===== config.mk =====
export PLATFORM = sky130hd
export DESIGN_NAME = pipe_stage_reg
export DESIGN_NICKNAME = d
export VERILOG_FILES = /design/src/rtl/pipe_stage_reg.sv
export SDC_FILE = /design/constraint.sdc
export NUM_CORES = 1
export LEC_CHECK = 0
export BUFFER_PORTS_ARGS = -buffer_cell sky130_fd_sc_hd__buf_2
export CAP_MARGIN = 40
export CORE_MARGIN = 2
export CORE_UTILIZATION = 43
export CTS_CLUSTER_SIZE = 28
export DETAILED_ROUTE_END_ITERATION = 8
export PLACE_DENSITY = 0.87
export RECOVER_POWER = 25
export SLEW_MARGIN = 20
export SYNTH_ARGS = -nofsm -noshare
export SYNTH_HDL_FRONTEND = slang
export SYNTH_SLANG_ARGS = --single-unit

===== constraint.sdc =====
create_clock -name clk -period 2.25 [get_ports clk]
set_clock_uncertainty 0.15 [all_clocks]
set_input_delay 0.3375 -clock clk [delete_from_list [all_inputs] [get_ports clk]]
set_output_delay 0.3375 -clock clk [all_outputs]
set_load 0.05 [all_outputs]

===== src/rtl/pipe_stage_reg.sv =====
// pipe_stage_reg: parametrised inter-stage pipeline register.
//
// Carries a control field and a data field through DEPTH register stages,
// each with its own valid bit. The hazard unit drives stall_i (hold the whole
// chain) and flush_i (turn every stage into a bubble). Bubbles always carry
// zero control so downstream stages never act on a dead instruction; the
// data field is left alone on a flush because nothing consumes it while the
// stage is invalid.
//
// Optional build macro: PIPE_STAGE_STATS_EN
//   When defined, adds 16-bit saturating stall_cnt_o / flush_cnt_o outputs.
//   When undefined, those ports and their counters do not exist.
//
// Reset is synchronous and active-low (rst), sampled on the rising edge.

module pipe_stage_reg #(
  parameter int CTRL_W = 3,
  parameter int DATA_W = 32,
  parameter int DEPTH  = 1,
  localparam int OCC_W = $clog2(DEPTH + 1)
) (
  input  logic              clk,
  input  logic              rst,
  input  logic              stall_i,
  input  logic              flush_i,
  input  logic              valid_i,
  input  logic [CTRL_W-1:0] ctrl_i,
  input  logic [DATA_W-1:0] data_i,
  output logic              valid_o,
  output logic [CTRL_W-1:0] ctrl_o,
  output logic [DATA_W-1:0] data_o,
  output logic [OCC_W-1:0]  occ_o
`ifdef PIPE_STAGE_STATS_EN
  ,
  output logic [15:0]       stall_cnt_o,
  output logic [15:0]       flush_cnt_o
`endif
);

  // What the chain does on the coming edge, in priority order.
  typedef enum logic [1:0] {
    OP_RESET,
    OP_FLUSH,
    OP_HOLD,
    OP_ADVANCE
  } stage_op_e;

  stage_op_e op;

  // Per-stage state. Index 0 is fed from the inputs, DEPTH-1 drives outputs.
  logic [DEPTH-1:0]  valid_q;
  logic [CTRL_W-1:0] ctrl_q [DEPTH];
  logic [DATA_W-1:0] data_q [DEPTH];

  // Control presented to stage 0: an invalid input is forced to a bubble.
  logic [CTRL_W-1:0] ctrl_in_masked;

  // Decode the per-edge operation: reset > flush > stall > advance.
  always_comb begin
    // NOTE: every variable assigned in always_comb gets a default first, so
    // no path through the block leaves it unassigned and no latch is inferred.
    op = OP_ADVANCE;
    if (!rst) begin
      op = OP_RESET;
    end else if (flush_i) begin
      op = OP_FLUSH;
    end else if (stall_i) begin
      op = OP_HOLD;
    end
  end

  // Mask the incoming control so an invalid instruction carries no control.
  always_comb begin
    ctrl_in_masked = valid_i ? ctrl_i : '0;
  end

  // Valid and control chain: cleared on reset and flush, shifted on advance.
  always_ff @(posedge clk) begin
    // NOTE: sequential state uses non-blocking assignments so every stage
    // samples its neighbour's pre-edge value and the shift order is irrelevant.
    unique case (op)
      OP_RESET, OP_FLUSH: begin
        valid_q <= '0;
        for (int k = 0; k < DEPTH; k++) begin
          ctrl_q[k] <= '0;
        end
      end
      OP_HOLD: begin
        valid_q <= valid_q;
      end
      OP_ADVANCE: begin
        valid_q[0] <= valid_i;
        ctrl_q[0]  <= ctrl_in_masked;
        for (int k = 1; k < DEPTH; k++) begin
          valid_q[k] <= valid_q[k-1];
          ctrl_q[k]  <= ctrl_q[k-1];
        end
      end
      default: begin
        valid_q <= valid_q;
      end
    endcase
  end

  // Data chain: cleared on reset, untouched by flush, shifted on advance.
  always_ff @(posedge clk) begin
    // NOTE: the data registers are reset even though flush leaves them alone,
    // because data_o must read zero after reset; they are flops, not a RAM.
    unique case (op)
      OP_RESET: begin
        for (int k = 0; k < DEPTH; k++) begin
          data_q[k] <= '0;
        end
      end
      OP_ADVANCE: begin
        data_q[0] <= data_i;
        for (int k = 1; k < DEPTH; k++) begin
          data_q[k] <= data_q[k-1];
        end
      end
      default: begin
        for (int k = 0; k < DEPTH; k++) begin
          data_q[k] <= data_q[k];
        end
      end
    endcase
  end

  // Outputs come straight from the last stage; no path from the inputs.
  always_comb begin
    valid_o = valid_q[DEPTH-1];
    ctrl_o  = ctrl_q[DEPTH-1];
    data_o  = data_q[DEPTH-1];
  end

  // Occupancy: popcount of the stage valid bits, bounded by DEPTH.
  always_comb begin
    occ_o = '0;
    for (int k = 0; k < DEPTH; k++) begin
      occ_o = occ_o + OCC_W'(valid_q[k]);
    end
  end

`ifdef PIPE_STAGE_STATS_EN
  logic [15:0] stall_cnt_q;
  logic [15:0] flush_cnt_q;

  // Saturating count of edges spent holding (stall without flush).
  always_ff @(posedge clk) begin
    if (op == OP_RESET) begin
      stall_cnt_q <= '0;
    end else if (op == OP_HOLD && stall_cnt_q != 16'hFFFF) begin
      stall_cnt_q <= stall_cnt_q + 16'd1;
    end
  end

  // Saturating count of edges spent flushing.
  always_ff @(posedge clk) begin
    if (op == OP_RESET) begin
      flush_cnt_q <= '0;
    end else if (op == OP_FLUSH && flush_cnt_q != 16'hFFFF) begin
      flush_cnt_q <= flush_cnt_q + 16'd1;
    end
  end

  // Expose the statistics counters.
  always_comb begin
    stall_cnt_o = stall_cnt_q;
    flush_cnt_o = flush_cnt_q;
  end
`endif

endmodule


==> results by group, run 1 <==
Floorplan
  – Die Span Y: 61.6 um
  – Die X-Extent: roughly 62 um
  – IO Pins: 77
  – Core box area: about 3100 um2
  – # rows: 20
  – Starting density of the core: between 40% and 50%
  – Die area: between 3000 and 4000 um2

Layout
  – Area grow syn2layout: 33.7%
  – Layout cells sized above 1: 72.6%
  – Non-Filler Instances: 208
  – Final instance area: 1910 um2
  – Final nets: 206
  – N_diodes: 0

Pwr
  – Maximum vdd drop: approximately 0.00039 V
  – Leakage power: 0.878 nW
  – Pwr dens: 839 nW/um2

Timing
  – Max_slew headroom: 74.0%
  – Actual slew at the worst max-slew pin: slightly below 400 ps
  – Setup TNS: 0 ps
  – Hold slack: 148 ps
  – Final worst-path cycle share: 63.9%
  – Max Clk Rate: just under 700 MHz
  – Final setup vio count: 0
  – RSZ-0062 raised after global routing: false
  – Final min period: 1440 ps
  – Slew Viols, Final: 0
  – Final Hold Fails: 0

Synthesis
  – FF+latch count, synth: 36
  – Count leader, synth: edfxtp_1
  – Syn_nets: 125
  – Synthesized area: 1430 um2
  – Dominant synthesized flop cell: edfxtp_1
  – Syn_area_per_cell: 17.2 um2
  – Post-synthesis sequential area ratio: between 70% and 80%
  – Mapped Cells: 83
  – Ys Warns: 0
  – Post-synth top area cell: edfxtp_1
  – Post-synth EDFFs: 36
  – Commonest cells post-synth: edfxtp_1 (36), and2_2 (33), and3_2 (3), clkbuf_2 (3)
  – Top post-synthesis cells by area: edfxtp_1 (76%), and2_2 (17%), ha_1 (1.8%)
  – Synth cell types: 10
  – Ys async rst share: 0%
  – Yosys top cell area share: around 76%

Critical path
  – CP Class: reg -> out
  – Worst Path Max Fanout: 1
  – Worst path cell trace: buf_2
  – CP delay by family, top: flip-flops
  – Arr. time, crit path: 950 ps
  – Critical path launch point type: register
  – Crit path buf inv count: 1
  – Slowest stage delay, CP: 400 ps
  – CP Capture Type: primary output
  – WP data required: 1760 ps
  – Critical-path top delay cell: edfxtp_1

CTS
  – TritonCTS sink count: 36
  – Number of post-CTS setup repair buffers: 0
  – CTS buffer count: 5
  – CTS tree: built
  – Root buffer selected by CTS: clkbuf_4
  – Clock transition at path regs: ~100 ps
  – Cts hold-fix bufs: 0
  – Clock buffer depth: 2
  – Post-CTS Resized: 0
  – H-tree depth: 2

Status
  – Outcome: complete, no violations

Hold path
  – Worst hold-check path type: in -> reg

Route
  – Per-cell routed wire length: 12.3 um
  – Post-route ant nets: 0
  – Vias/cell: 4.40
  – DRT Pass-1 Iters: 4
  – DR vias: 916
  – Final WL: 2.57 mm
  – DR iter-0 viols: 22
  – DRC: 0

Job
  – Maxcap violations: 0

Global route
  – GRT Overall Usage: 15.1%
  – Antenna violations before repair: 0
  – Vias in the first global route: 897
  – Total gr overflow: 0
  – First-pass GRT wire length: between 3 and 4 mm
  – Largest net degree at the start of global routing: 37

Place
  – GPL Wtd Cong: 0.653
  – DP HPWL: 1.94 mm
  – IO buf count: between 70 and 80
  – Dpl cells: 200
  – Post-DP Area: ~1800 um2
==> per-stage QoR <==
| stage | power [mW] | util, % | setup slack (ps) |
|---|---|---|---|
| after global routing | 1.68 | 61.4 | 735 |
| after floorplan | 1.20 | - | 348 |
| after CTS | 1.62 | 60.9 | 620 |
| final | 1.60 | 61.4 | 813 |
| after detailed placement | 1.32 | 59.5 | 285 |
| after global placement | 1.31 | 59.5 | 380 |
==> area by class of cell <==
cell class	instances	area [um2]
inverter	2	7.51
clock inverter	2	7.51
clock buffer	5	37.5
fill	281	1200
sequential	36	1080
tap	44	55.1
multi-input combinational	41	314
timing repair buffer	78	403
==> final timing paths <==
kind	startpoint	end	slack, ps	cells after the start
max	data_q[0][2]	data_o[2]	810	1
min	data_i[4]	data_q[0][4]	150	2
==> placed cells by master, fill, tap and decap left out, types with 2 or more instances in the layout <==
cell      synthesis  final
ha_1              2      2
clkinv_1          0      2
inv_1             2      2
buf_2             0     76
edfxtp_1         36     36
and3_2            3      3
clkbuf_4          0      5
and2_2           33     33
==> layer usage <==
layer	part of all wire [%]	track usage, %	vias up
met5	0	0	-
met4	1.9	8.81	0
met3	9.5	8.61	6
met2	54	25.6	49
met1	35	14.2	411
li1	-	-	450
==> kinds of logic (layout without fill, tap and decap cells) <==
family,count (synthesis),after routing,synth area share [%]
buffers and inverters,6,87,2.11
AND/OR/NAND/NOR,37,37,19.4
adder cells (fa/ha/maj),2,2,1.76
flip-flops,36,36,75.9
AO/OA/AOI/OAI,2,2,0.878
==> where the power goes <==
part           total, mW  internal [mW]  switching [mW]
logic              0.456         0.0933           0.362
clock network      0.298          0.109           0.189
registers          0.845          0.827          0.0173
==> flip-flops by register name, indices dropped and copies added, names as in the netlist <==
signal / flops
data_q: 32
valid_o: 1
ctrl_q: 3
Note: power is estimated with default switching activity, not from simulation.
==> inputs of run 2 (changes only) <==
--- a/config.mk
+++ b/config.mk
@@ -5,13 +5,14 @@
 export SDC_FILE = /design/constraint.sdc
 export NUM_CORES = 1
 export LEC_CHECK = 0
+export ABC_AREA = 1
 export BUFFER_PORTS_ARGS = -buffer_cell sky130_fd_sc_hd__buf_2
 export CAP_MARGIN = 40
 export CORE_MARGIN = 2
-export CORE_UTILIZATION = 43
+export CORE_UTILIZATION = 40
 export CTS_CLUSTER_SIZE = 28
 export DETAILED_ROUTE_END_ITERATION = 8
-export PLACE_DENSITY = 0.87
+export PLACE_DENSITY = 0.85
 export RECOVER_POWER = 25
 export SLEW_MARGIN = 20
 export SYNTH_ARGS = -nofsm -noshare
==> constraint.sdc (replaced) <==
create_clock -name clk -period 1.2 [get_ports clk]
set_clock_uncertainty 0.15 [all_clocks]
set_input_delay 0.18 -clock clk [delete_from_list [all_inputs] [get_ports clk]]
set_output_delay 0.18 -clock clk [all_outputs]
set_load 0.05 [all_outputs]
==> run 2 against run 1 <==
The flow now finishes with violations (setup timing). Non-clock buffer count grew 2. Critical path depth is the same. Sequential power up 92%. Core utilization shrank 0.86 points. Routed wire length increased by 6.2%. Die area rose by 11%. Worst setup slack got worse by 830 ps. Combinational power is 130% higher. Area after synthesis up 4.2%. First-iteration DRC count grew to 2.5 times the previous value. Global-route usage decreased by 2.3 points. Critical path type unchanged. Critical endpoint is now occ_o. Largest power group unchanged.
==> results by group, run 2 <==
Timing
  – Actual slew at the worst max-slew pin: around 280 ps
  – RSZ-0062 raised after global routing: true
  – Final Hold Fails: 0
  – Final min period: 1220 ps
  – Max_slew headroom: roughly four fifths
  – Final worst-path cycle share: 102%
  – Final setup margin: -18.8 ps
  – Hold slack: 4.74 ps
  – Setup TNS: -64.5 ps
  – Slew Viols, Final: 0
  – Max Clk Rate: 820 MHz
  – Final setup vio count: 17

Hold path
  – Hold Path Stages: 3
  – Worst hold-check path type: in -> reg

Synthesis
  – Post-synthesis mux area share: 0%
  – Post-synthesis adder-cell area fraction: 1.68%
  – Yosys top cell area share: 72.8%
  – Mapped Cells: between 100 and 150
  – Count leader, synth: inv_1
  – Top post-synthesis cells by area: edfxtp_1 (73%), inv_1 (9.9%), nand2_1 (7.6%)
  – Main combinational cell family by area after synthesis: buffers and inverters
  – Simple-Gate Fraction of Synth Area: 10.7%
  – Syn_area_per_cell: 12.2 um2
  – Post-synthesis sequential area ratio: 72.8%
  – Syn_nets: 164
  – Post-synth EDFFs: 36
  – Post-synthesis xor/xnor area fraction: 0%
  – Post-synth top area cell: edfxtp_1
  – Synthesized area: ~1500 um2
  – FF+latch count, synth: 36
  – Synth cell types: 11
  – Dominant synthesized flop cell: edfxtp_1
  – Ys async rst share: 0%
  – Compound-Gate Fraction of Synth Area: 0.337%
  – Ys Warns: 0
  – Commonest cells post-synth: inv_1 (39), edfxtp_1 (36), nand2_1 (30)

Pwr
  – Seq pwr share: 47.3%
  – Leakage power: 1.19 nW
  – Psw: between 1 and 1.5 mW
  – Maximum vdd drop: between 0.0008 and 0.0009 V
  – Combinational cell fraction of total power: 30.4%
  – Pint: 2.27 mW
  – Sw frac: between 30% and 40%
  – Clock power share: between 20 and 25%
  – Tot Pwr: approximately 3.4 mW
  – Pwr dens: 1570 nW/um2

Global route
  – GRT Overall Usage: between 10% and 20%
  – First-pass GRT wire length: roughly 4.0 mm
  – Antenna violations before repair: 0
  – Largest net degree at the start of global routing: 27
  – Total gr overflow: 0
  – Vias in the first global route: 938

Floorplan
  – Die area: 4220 um2
  – Die Span Y: approximately 65 um
  – # rows: 22
  – Starting density of the core: 41.2%
  – IO Pins: 77
  – Core box area: 3610 um2
  – Die X-Extent: 64.9 um

Critical path
  – Number of cells on the critical path: 1
  – Worst path cell trace: buf_6
  – Worst Path Max Fanout: 2
  – CP Capture Type: primary output
  – WP data required: 870 ps
  – Critical-path top delay cell: edfxtp_1
  – CP Class: reg -> out
  – CP delay by family, top: flip-flops
  – Crit path buf inv count: 1
  – Arr. time, crit path: about 890 ps
  – Slowest stage delay, CP: about 430 ps
  – Critical path launch point type: register

Layout
  – Layout cells sized above 1: 45.6%
  – Most frequent cells in the layout: buf_2 (39), inv_1 (38), edfxtp_1 (36)
  – Number of flip-flops in the largest register: 32
  – Non-Filler Instances: roughly 250
  – Filler Cells Inserted: 287
  – Commonest non-fill, non-tap cell in the layout: buf_2
  – Final instance area: 2180 um2
  – Reg with most FFs: data_q
  – N_diodes: 0
  – Final nets: 246
  – Area grow syn2layout: 47.0%

Route
  – Final WL: 2.73 mm
  – Vias/cell: 4.05
  – DRT Pass-1 Iters: 4
  – Post-route ant nets: 0
  – DRC: 0
  – Per-cell routed wire length: 10.8 um
  – DR vias: 1021
  – DR iter-0 viols: 55

Place
  – Post-DP Area: 1950 um2
  – GPL Wtd Cong: 0.753
  – Dpl cells: 245
  – DP HPWL: 2.01 mm
  – IO buf count: 76

CTS
  – TritonCTS sink count: 36
  – CTS tree: built
  – CTS buffer count: 5
  – Clock transition at path regs: approximately 60 ps
  – H-tree depth: 2
  – Number of post-CTS setup repair buffers: 0
  – Root buffer selected by CTS: clkbuf_8
  – Clock buffer depth: 2

Status
  – Outcome: complete, but fails checks
  – Violated checks: setup timing

Job
  – Maxcap violations: 0
## run 2: power by group through the flow
| stage | clock [mW] | sequential (mW) | combinational, mW |
|---|---|---|---|
| after detailed placement | 0 | 1.62 | 0.913 |
| after floorplan | 0 | 2.17 | 0.115 |
| after CTS | 0.777 | 1.60 | 0.964 |
| after global routing | 0.839 | 1.63 | 1.08 |
| after global placement | 0 | 1.61 | 0.907 |
| final | 0.766 | 1.62 | 1.04 |
## run 2: per-layer routing
layer | GRT usage [%] | share of wire [%]
met1 | 13.9 | 37
met2 | 22.6 | 52
met3 | 3.47 | 8.5
met4 | 7.18 | 2.4
met5 | 0 | 0
## run 2: cells by family (layout without fill, tap and decap cells)
kind of cell | Yosys count | in the layout
flops | 36 | 36
simple gates | 39 | 39
fa+ha+maj | 2 | 2
buf+inv | 44 | 126
compound gates | 1 | 1
## run 2: per-stage QoR
step           util (%)  setup slack [ps]
4_1_cts            58.0             -32.3
3_3_place_gp       54.2              -171
2_1_floorplan         -             -48.4
3_5_place_dp       54.2              -193
6_report           60.5             -18.8
5_1_grt            60.5             -53.5
## run 2: area by class of cell
type	count	area, um2	area share (%)
clock buffer	5	68.8	3.15
sequential	36	1080	49.5
inverter	39	154	7.05
timing repair buffer	80	606	27.7
tap	48	60.1	2.75
clock inverter	2	7.51	0.344
multi-input combinational	42	206	9.46
## run 2: repair_timing
action                                  CTS  global route
endpoints found under the setup margin   17            31
hold buffers                              0             0
gates resized for setup                  22            52
## run 2: worst paths after layout
kind                    from       endpoint  slack, ps
hold / removal    data_i[18]  data_q[0][18]          5
setup / recovery     valid_o          occ_o        -20
==> inputs of run 3 (changes only) <==
==> constraint.sdc (replaced) <==
create_clock -name clk -period 1.2 [get_ports clk]
set_clock_uncertainty 0.15 [all_clocks]
set_input_delay 0.18 -clock clk [delete_from_list [all_inputs] [get_ports clk]]
set_output_delay 0.18 -clock clk [all_outputs]
set_load 0.005 [all_outputs]
==> run 3 against run 2 <==
Clock power is 1% higher. Via count grew 5.5%. Non-clock buffer count increased by 4. Combinational power is 65% lower. First-iteration DRC count grew 71%. The run now ends clean. Largest cell class unchanged. Total power down 20%. Cell count grew 1.6%. Routed wire length increased by 0.37%. Critical path depth rose by 5. Global-route usage up 1.6 points. Die area did not move.
==> results by group, run 3 (same netlist as run 2, synthesis figures left out) <==
Layout
  – Most frequent cells in the layout: buf_2 (75), inv_1 (38), edfxtp_1 (36)
  – Layout cells sized above 1: 45.7%
  – Area grow syn2layout: 37.0%
  – Number of flip-flops in the largest register: 32
  – Final nets: between 200 and 300
  – Reg with most FFs: data_q
  – Commonest non-fill, non-tap cell in the layout: buf_2
  – N_diodes: 0

Global route
  – Vias in the first global route: 1029
  – GRT Overall Usage: approximately 14%
  – First-pass GRT wire length: 4.28 mm
  – Largest net degree at the start of global routing: 33
  – Total gr overflow: 0
  – Antenna violations before repair: 0

Job
  – Maxcap violations: 0

Floorplan
  – Die Span Y: 64.9 um
  – IO Pins: just under 80
  – Die X-Extent: 64.9 um
  – Core box area: 3610 um2
  – Die area: between 4000 and 5000 um2
  – # rows: 22
  – Starting density of the core: between 40% and 50%

Critical path
  – Worst path cell trace: buf_2, inv_8, nand2_1, nand2_1, ha_4, buf_6
  – Critical-path top delay cell: ha_4
  – Arr. time, crit path: about 980 ps
  – WP data required: ~1000 ps
  – Crit-path most repeated cell: nand2_1
  – Slowest stage delay, CP: approximately 310 ps
  – CP delay by family, top: buffers and inverters
  – Worst Path Max Fanout: 16
  – CP Class: in -> reg
  – CP Capture Type: register
  – Critical path launch point type: input port
  – Crit path buf inv count: 3

Timing
  – Final min period: approximately 1100 ps
  – Actual slew at the worst max-slew pin: 191 ps
  – Final setup vio count: 0
  – Max Clk Rate: 872 MHz
  – Final worst-path cycle share: 95.6%
  – Slew Viols, Final: 0
  – RSZ-0062 raised after global routing: false
  – Max_slew headroom: between 80% and 90%
  – Setup TNS: 0 ps
  – Final Hold Fails: 0

Place
  – IO buf count: 76
  – GPL Wtd Cong: 0.667
  – DP HPWL: around 2.0 mm

Pwr
  – Leakage power: 1.16 nW
  – Pwr dens: 1340 nW/um2
  – Tot Pwr: 2.73 mW
  – Maximum vdd drop: between 0.0005 and 0.0006 V

Route
  – Vias/cell: 4.21
  – DR iter-0 viols: 94
  – DRC: 0
  – DRT Pass-1 Iters: 4
  – DR vias: roughly 1100
  – Final WL: ~2.7 mm
  – Post-route ant nets: 0
  – Per-cell routed wire length: around 11 um

Hold path
  – Hold path start: data_i[22]
  – Hold Path End: data_q[0][22]
  – Hold Path Stages: 3
  – Worst hold-check path type: in -> reg

CTS
  – Post-CTS Resized: 0
  – Number of post-CTS setup repair buffers: 0
  – Clock buffer depth: 2
  – Root buffer selected by CTS: clkbuf_8
  – Clock transition at path regs: 60 ps
  – CTS buffer count: 5
  – TritonCTS sink count: 36
  – H-tree depth: 2
  – CTS tree: built

Status
  – Outcome: complete, no violations
[run 3: through the flow]
step | worst slack (ps) | hold slack, ps | instance area (um2) | util, % | std cells
after floorplan | -48.4 | 197 | 1520 | - | 122
after global placement | -192 | 293 | 1950 | 54.1 | 246
after detailed placement | -196 | 294 | 1950 | 54.1 | 246
after CTS | 52.9 | 1.36 | 2060 | 57.0 | 256
after global routing | 17.8 | 7.94 | 2030 | 56.4 | 256
final | 52.6 | 9.62 | 2030 | 56.4 | 256
[run 3: where the power goes]
| group | leakage (nW) | internal [mW] | switching (mW) |
|---|---|---|---|
| combinational | 0.756 | 0.186 | 0.179 |
| sequential | 0.360 | 1.55 | 0.0363 |
| clock | 0.0410 | 0.394 | 0.382 |
[run 3: routing by layer]
layer	part of all wire (%)	wire (um)	track usage [%]
met3	9.9	271	5.21
met5	0	0	0
met2	52	1410	27.7
met4	3.1	86	9.04
met1	35	966	12.2
[run 3: area by class of cell]
type | count | area [um2]
clock inverters | 1 | 5.00
fillers | 318 | 1570
well taps | 48 | 60.1
repair buffers | 84 | 455
inverters | 39 | 154
flip-flops and latches | 36 | 1080
clock buffers | 6 | 72.6
multi-input cells | 42 | 206
[run 3: tightest hold or removal path, cell delays in order]
cell     delay (ps)
buf_2            80
nand2_2          40
inv_1            40
[run 3: repair_timing]
item                                   4_1_cts  5_1_grt
setup endpoints to repair                    0        0
hold buffers                                 3        0
endpoints found under the hold margin        3        0
[run 3: worst max path at each step]
stage	start	end	slack [ps]	cells after the start
CTS	valid_o	valid_o	50	1
global route	flush_i	data_q[0][15]	20	7
global placement	flush_i	data_q[0][0]	-190	6
detailed placement	flush_i	data_q[0][0]	-200	6
finish	flush_i	data_q[0][0]	50	6
floorplan	flush_i	data_q[0][0]	-50	4
